File: src/rtl/mips_pkg.sv
// Shared fetch-path definitions: default widths, the NOP encoding and the
// {pc, instr} entry layout queued between fetch and decode.
package mips_pkg;

    parameter int unsigned ADDR_W = 32;
    parameter int unsigned DATA_W = 32;

    localparam logic [DATA_W-1:0] INSTR_NOP = 32'h0000_0000;

    typedef struct packed {
        logic [ADDR_W-1:0] pc;
        logic [DATA_W-1:0] instr;
    } fetch_entry_t;

    localparam int unsigned FETCH_ENTRY_W = $bits(fetch_entry_t);

endpackage

File: src/rtl/fetch_fifo.sv
// Small synchronous FIFO holding fetched entries; head is read straight from
// registered storage. Clear has priority over push and pop.
module fetch_fifo #(
    parameter int unsigned DEPTH = 2,
    parameter int unsigned WIDTH = 64
) (
    input  logic                     clk,
    input  logic                     rst_n,
    input  logic                     clear,
    input  logic                     push,
    input  logic                     pop,
    input  logic [WIDTH-1:0]         wdata,
    output logic [WIDTH-1:0]         rdata,
    output logic [$clog2(DEPTH):0]   count
);

    localparam int unsigned PW = $clog2(DEPTH);

    logic [WIDTH-1:0] mem_q [DEPTH];
    logic [PW-1:0]    wptr_q;
    logic [PW-1:0]    rptr_q;
    logic [PW:0]      count_q;

    always_ff @(posedge clk or negedge rst_n) begin
        if (!rst_n) begin
            mem_q   <= '{default: '0};
            wptr_q  <= '0;
            rptr_q  <= '0;
            count_q <= '0;
        end else if (clear) begin
            wptr_q  <= '0;
            rptr_q  <= '0;
            count_q <= '0;
        end else begin
            if (push) begin
                mem_q[wptr_q] <= wdata;
                wptr_q        <= wptr_q + 1'b1;
            end
            if (pop) begin
                rptr_q <= rptr_q + 1'b1;
            end
            // Simultaneous push and pop leaves the occupancy unchanged.
            case ({push, pop})
                2'b10:   count_q <= count_q + 1'b1;
                2'b01:   count_q <= count_q - 1'b1;
                default: count_q <= count_q;
            endcase
        end
    end

    assign rdata = mem_q[rptr_q];
    assign count = count_q;

endmodule

File: src/rtl/instr_fetch_buffer.sv
// Fetch stage: issues word reads for the current PC, pairs each 1-cycle-latency
// response with its PC and queues it for decode; flush discards wrong-path work.
module instr_fetch_buffer
    import mips_pkg::*;
#(
    parameter int unsigned ADDR_W = mips_pkg::ADDR_W,
    parameter int unsigned DATA_W = mips_pkg::DATA_W,
    parameter int unsigned DEPTH  = 2
) (
    input  logic              clk,
    input  logic              rst_n,
    input  logic [ADDR_W-1:0] pc,
    output logic              pc_en,
    input  logic              flush,
    output logic              imem_req,
    output logic [ADDR_W-1:0] imem_addr,
    input  logic [DATA_W-1:0] imem_rdata,
    output logic              instr_valid,
    input  logic              instr_ready,
    output logic [DATA_W-1:0] instr,
    output logic [ADDR_W-1:0] instr_pc,
    output logic              misalign_err
);

    localparam int unsigned EW = ADDR_W + DATA_W;

    logic                    inflight_q;
    logic [ADDR_W-1:0]       req_pc_q;
    logic                    misalign_q;
    logic [$clog2(DEPTH):0]  count;
    logic [31:0]             occupancy;
    logic                    push;
    logic                    pop;
    logic [EW-1:0]           head;

    // Outstanding memory read counts against capacity so its response always has a slot.
    assign occupancy = 32'(count) + 32'(inflight_q);
    assign imem_req  = rst_n & ~flush & (occupancy < DEPTH);
    assign imem_addr = {pc[ADDR_W-1:2], 2'b00};
    assign pc_en     = imem_req | flush;

    assign push = inflight_q & ~flush;
    assign pop  = instr_valid & instr_ready;

    always_ff @(posedge clk or negedge rst_n) begin
        if (!rst_n) begin
            inflight_q <= 1'b0;
            req_pc_q   <= '0;
            misalign_q <= 1'b0;
        end else begin
            inflight_q <= imem_req;
            if (imem_req) begin
                req_pc_q <= pc;
            end
            if (imem_req && (pc[1:0] != 2'b00)) begin
                misalign_q <= 1'b1;
            end
        end
    end

    fetch_fifo #(
        .DEPTH (DEPTH),
        .WIDTH (EW)
    ) u_fifo (
        .clk   (clk),
        .rst_n (rst_n),
        .clear (flush),
        .push  (push),
        .pop   (pop),
        .wdata ({req_pc_q, imem_rdata}),
        .rdata (head),
        .count (count)
    );

    assign instr_valid  = (count != '0);
    assign instr_pc     = head[EW-1:DATA_W];
    assign instr        = head[DATA_W-1:0];
    assign misalign_err = misalign_q;

endmodule

File: config.mk
export PLATFORM = sky130hd
export DESIGN_NAME = instr_fetch_buffer
export DESIGN_NICKNAME = d
export VERILOG_FILES = /design/src/rtl/mips_pkg.sv /design/src/rtl/fetch_fifo.sv /design/src/rtl/instr_fetch_buffer.sv
export SDC_FILE = /design/constraint.sdc
export NUM_CORES = 1
export LEC_CHECK = 0
export BUFFER_PORTS_ARGS = -buffer_cell sky130_fd_sc_hd__buf_4
export CAP_MARGIN = 20
export CORE_UTILIZATION = 30
export CTS_CLUSTER_DIAMETER = 200
export DETAILED_ROUTE_END_ITERATION = 8
export GPL_TIMING_DRIVEN = 1
export PLACE_DENSITY = 0.53
export SYNTH_ARGS = -nofsm -noshare
export SYNTH_HDL_FRONTEND = slang
export SYNTH_SLANG_ARGS = --single-unit
export TNS_END_PERCENT = 50
File: constraint.sdc
create_clock -name clk -period 1.8 [get_ports clk]
set_clock_uncertainty 0.1 [all_clocks]
set_input_delay 0.27 -clock clk [delete_from_list [all_inputs] [get_ports clk]]
set_output_delay 0.27 -clock clk [all_outputs]
set_load 0.05 [all_outputs]
Yosys cells after proc, flatten, opt, wreduce, memory -nomap -nowiden
Cells that the tools add are included.

storage, ports and cells
  output and inout bits = 100
  register bits after elaboration = 166
  input port bits = 68

cells by class
  bitwise gates (word level) = 8
  $lt $le $gt $ge = 4
  add/subtract/negate cells = 5
  reduce and logical (&&, ||, !) cells = 8
  multiplexer cells = 12
  equal/unequal tests = 2

operator list
  cell                   number
  $mux W64               4
  $bwmux W128            1
  $demux W64 S1          1
  $reduce_bool A2 Y1     4
  $and A1 B1 Y1          4
  $ge A2 B2 Y1 const B   2
  $mux W1                4
  $not A1 Y2             2
  $pmux W2 S2            1
  $add A2 B1 Y3          1
  $lt A3 B2 Y1 const B   1
  $reduce_bool A3 Y1     1
  $add A1 B1 Y1 const B  2
  $add A2 B1 Y2 const B  1
  $eq A2 B1 Y1 const B   1
  $eq A2 B2 Y1 const B   1
  $logic_and A1 B1 Y1    2
  $lt A2 B1 Y1 const B   1
  $mux W2                1
  $reduce_and A2 Y1      1
  $sub A2 B1 Y2 const B  1
  $not A1 Y1             1
  $or A1 B1 Y1           1

Logic depth before layout (Yosys ltp)
  word-level depth = 6
  depth in mapped cells = 5
  mapped depth without buffers = 3

By module
Synthesis repeated with hierarchy kept, for this count alone.

second synthesis, totals
  cell total of the unflattened synthesis = 470
  area, all modules = 7599.8 µm²

modules (own cells, without submodules)
  module              instances  area each (µm²)  cells each
  fetch_fifo          1          6033.3           359
  instr_fetch_buffer  1          1566.5           111

Worst setup path after synthesis
No wires, ideal clock.

  path type = register -> output
  start = register inflight_q
  end = output imem_req
  path buffers = 2
  data required time = 1430 ps
  stages on the path, launching flop included = 6
  slack = 163 ps
  data arrival time = 1267 ps
  path through = dfrtp_1 buf_6 a21oi_4 nand3b_4 buf_6 inv_1

between the ends
  cells in the longest elaborated chain, start to end = 3

ends and longest elaborated chain
  item                    line                      RTL
  from (decl)             instr_fetch_buffer.sv:27  logic inflight_q;
  from (signal assigned)  instr_fetch_buffer.sv:51  inflight_q <= imem_req;
  $add A2 B1 Y3           instr_fetch_buffer.sv:37  assign occupancy = 32'(count) + 32'(inflight_q);
  $lt A3 B2 Y1            instr_fetch_buffer.sv:38  assign imem_req = rst_n & ~flush & (occupancy < DEPTH);
  $and A1 B1 Y1           instr_fetch_buffer.sv:38
  to (decl)               instr_fetch_buffer.sv:15  output logic imem_req,

Every way passes these cells.

Worst setup path after layout
  start = register u_fifo.rptr_q
  end = output instr_pc[16]

between the ends
  cells in the longest elaborated chain, start to end = 4

ends and longest elaborated chain
  item                                         line                      RTL
  from (decl)                                  fetch_fifo.sv:21          logic [PW-1:0] rptr_q;
  from (signal assigned)                       fetch_fifo.sv:40          rptr_q <= rptr_q + 1'b1;
  $not A1 Y2 (implied by the code)             fetch_fifo.sv:51          assign rdata = mem_q[rptr_q];
  $mux W64 (implied by the code) (3 in a row)  fetch_fifo.sv:51
  to (decl)                                    instr_fetch_buffer.sv:21  output logic [ADDR_W-1:0] instr_pc,

Every way passes these cells. The select of a mux whose other input is x is not followed.

==> reports/metrics.cfg <==
[sta]
finalHoldViolCount = 0
final.setup.worst_slack_ns = -0.226
tns_ns = -12.85
layout_min_cycle_time_ns = 2.03
slew_viol_final = 0
fmax_mhz = 493
finalSetupViolations = 66
rsz0062_at_grt = yes
relSlewSlack = 0.405
final.period_utilization = 1.13
tightest_slew_ns = 0.892

[routing]
via_per_inst = 4.37
routedWlPerCell_um = 16.8
totalWireLength_mm = 17.4
drt_iter0_drc = 162
drc = 0
final_antenna_net_count = 0
first_pass_iters = 4
vias = 4503

[placement]
place.gp.congestion = 0.661
io_buffers = 165
placed_cells = 923
pre_cts_slack_ns = 0.00901
place_hpwl_mm = 10.2

[synthesis]
ys_types = 24
avgSynthCellArea_um2 = 16.3
yosys.area.top_type_share = 0.543
synth_top_cell_by_area = dfrtp_1
synth_enable_flop_cells = 0
syn-cell-area_mm2 = 0.00765
synth.ff_latch_count = 166
yosysWarnings = 0
seq_area_frac_synth = 0.543
ys_top_cells_by_area = dfrtp_1, mux2_2, mux2_4
async_reset_ff_frac = 1.00
synthCells = 470
synthFlopType = dfrtp_1

[cts]
cts_buffer_depth = 2
cts_buffers = 17
path_clk_slew_ns = 0.07
cts_tree = built
clk_latency_ns = 0.42
h-tree-depth = 4
numClockSinks = 166
ctsRootBufferMaster = clkbuf_16

[min_path]
hold_path.class = reg2reg
min_from = misalign_err

[cells_and_area]
mostFrequentLayoutCell = dfrtp_1
nNetsFinal = 754
final_cell_mix = dfrtp_1, mux2_4, buf_4
fin_cells = 1030
drive_gt1_frac = 0.639
area_delta_synth_final_pct = 42.7

[global_route]
grt_pass1_vias = 5127
grt_pass1_wl_mm = 27.0
antenna_found_initial = 1
grt_max_degree = 167
grt_usage = 0.134
overflow = 0

[job]
drv_cap = 0

[setup_path]
cp.required_ns = 1.43
slowest_delay_ns = 0.41
critPathArrivalTime_ns = 1.66
crit_chain = buf_12 > clkbuf_16 > mux2_4 > buf_6
start_kind = flop
crit_slowest_cell = dfrtp_2
r2r-start = inflight_q
path_class = reg2out
startpoint = u_fifo.rptr_q
critPathCaptureType = output pin
cp_top_family = buffers and inverters
crit_buf_inv = 3
crit_fanout = 7

[status]
violations = negative setup slack
status = complete, but fails checks

[die]
die_height_um = 162
die_w_um = 162
io_pins = 168
die_area_mm2 = 0.0262
core.rowCount = 58
start_util = 0.305
coreArea_mm2 = 0.0251

[pwr]
p_leak_nw = 5.21
power_density_mw_per_mm2 = 1340
max-vdd-ir-drop_mv = 0.545

[registers in the layout, indices dropped and copies added, names as in the netlist]
signal,count
u_fifo.mem_q,128
u_fifo.count,2
req_pc_q,32
inflight_q,1
u_fifo.wptr_q,1
misalign_err,1
u_fifo.rptr_q,1
[through the flow]
| step | hold slack (ns) | utilization | area (um^2) | total power, mW |
|---|---|---|---|---|
| floorplan | -0.126 | - | 7660 | 8.94 |
| global placement | 0.370 | 0.362 | 9080 | 10.1 |
| detailed placement | 0.364 | 0.362 | 9080 | 10.3 |
| CTS | 0.388 | 0.421 | 10600 | 14.4 |
| global route | 0.422 | 0.435 | 10900 | 15.3 |
| finish | 0.388 | 0.435 | 10900 | 14.6 |
[Yosys cell counts, types with 2 or more instances]
cell type and n:
dfrtp_1 166, mux2_2 136, mux2_4 88, buf_4 33
buf_6 17, buf_2 7, nor2_1 3, a21o_1 2
nand3b_1 2, o21ai_0 2
[power breakdown]
group          switching [mW]  internal [mW]  total, mW
clock                    1.62           1.95       3.57
combinational            2.84           2.87       5.71
sequential              0.586           4.75       5.33
total                    5.05           9.56       14.6
[what timing repair did]
action	CTS	global route
hold buffers	67	0
pin swaps	1	1
endpoints found under the hold margin	102	0
gates cloned	0	4
setup buffers	1	2
gates resized for setup	67	61
endpoints found under the setup margin	68	87
[cells by family after synthesis]
kind of cell,synth area share
muxes,0.373
DFF,0.543
buffers and inverters,0.0624
and+or+nand+nor,0.0113
AOI/OAI and AO/OA,0.00817
xor gates and xnor gates,0.00229
other,0.000490
[per-layer routing]
layer	track usage	routed length [um]	vias to the layer above
met5	0	0	-
met4	0.0403	180	0
met1	0.163	7560	2316
met2	0.227	8830	111
li1	-	-	2064
met3	0.0391	777	12
[cell type report]
cell class                 instances  area, um^2
fill                            2289       14200
sequential                       166        4160
multi-input combinational        247        3190
timing repair buffer             253        2590
clock buffer                      18         429
tap                              330         413
clock inverter                    14         140
inverter                           1        3.75
antenna                            1        2.50
[final timing paths]
check / to / slack (ns) / depth (start not counted)
setup / recovery: instr_pc[16] / -0.23 / 4
hold / removal: misalign_err / 0.39 / 1
setup reg to reg: u_fifo.mem_q[119] / 0.11 / 3
hold reg to reg: misalign_err / 0.39 / 1
max in group asynchronous: inflight_q / 0.35 / 3
min in group asynchronous: u_fifo.mem_q[48] / 0.54 / 3
(Power assumes the default switching activity.)
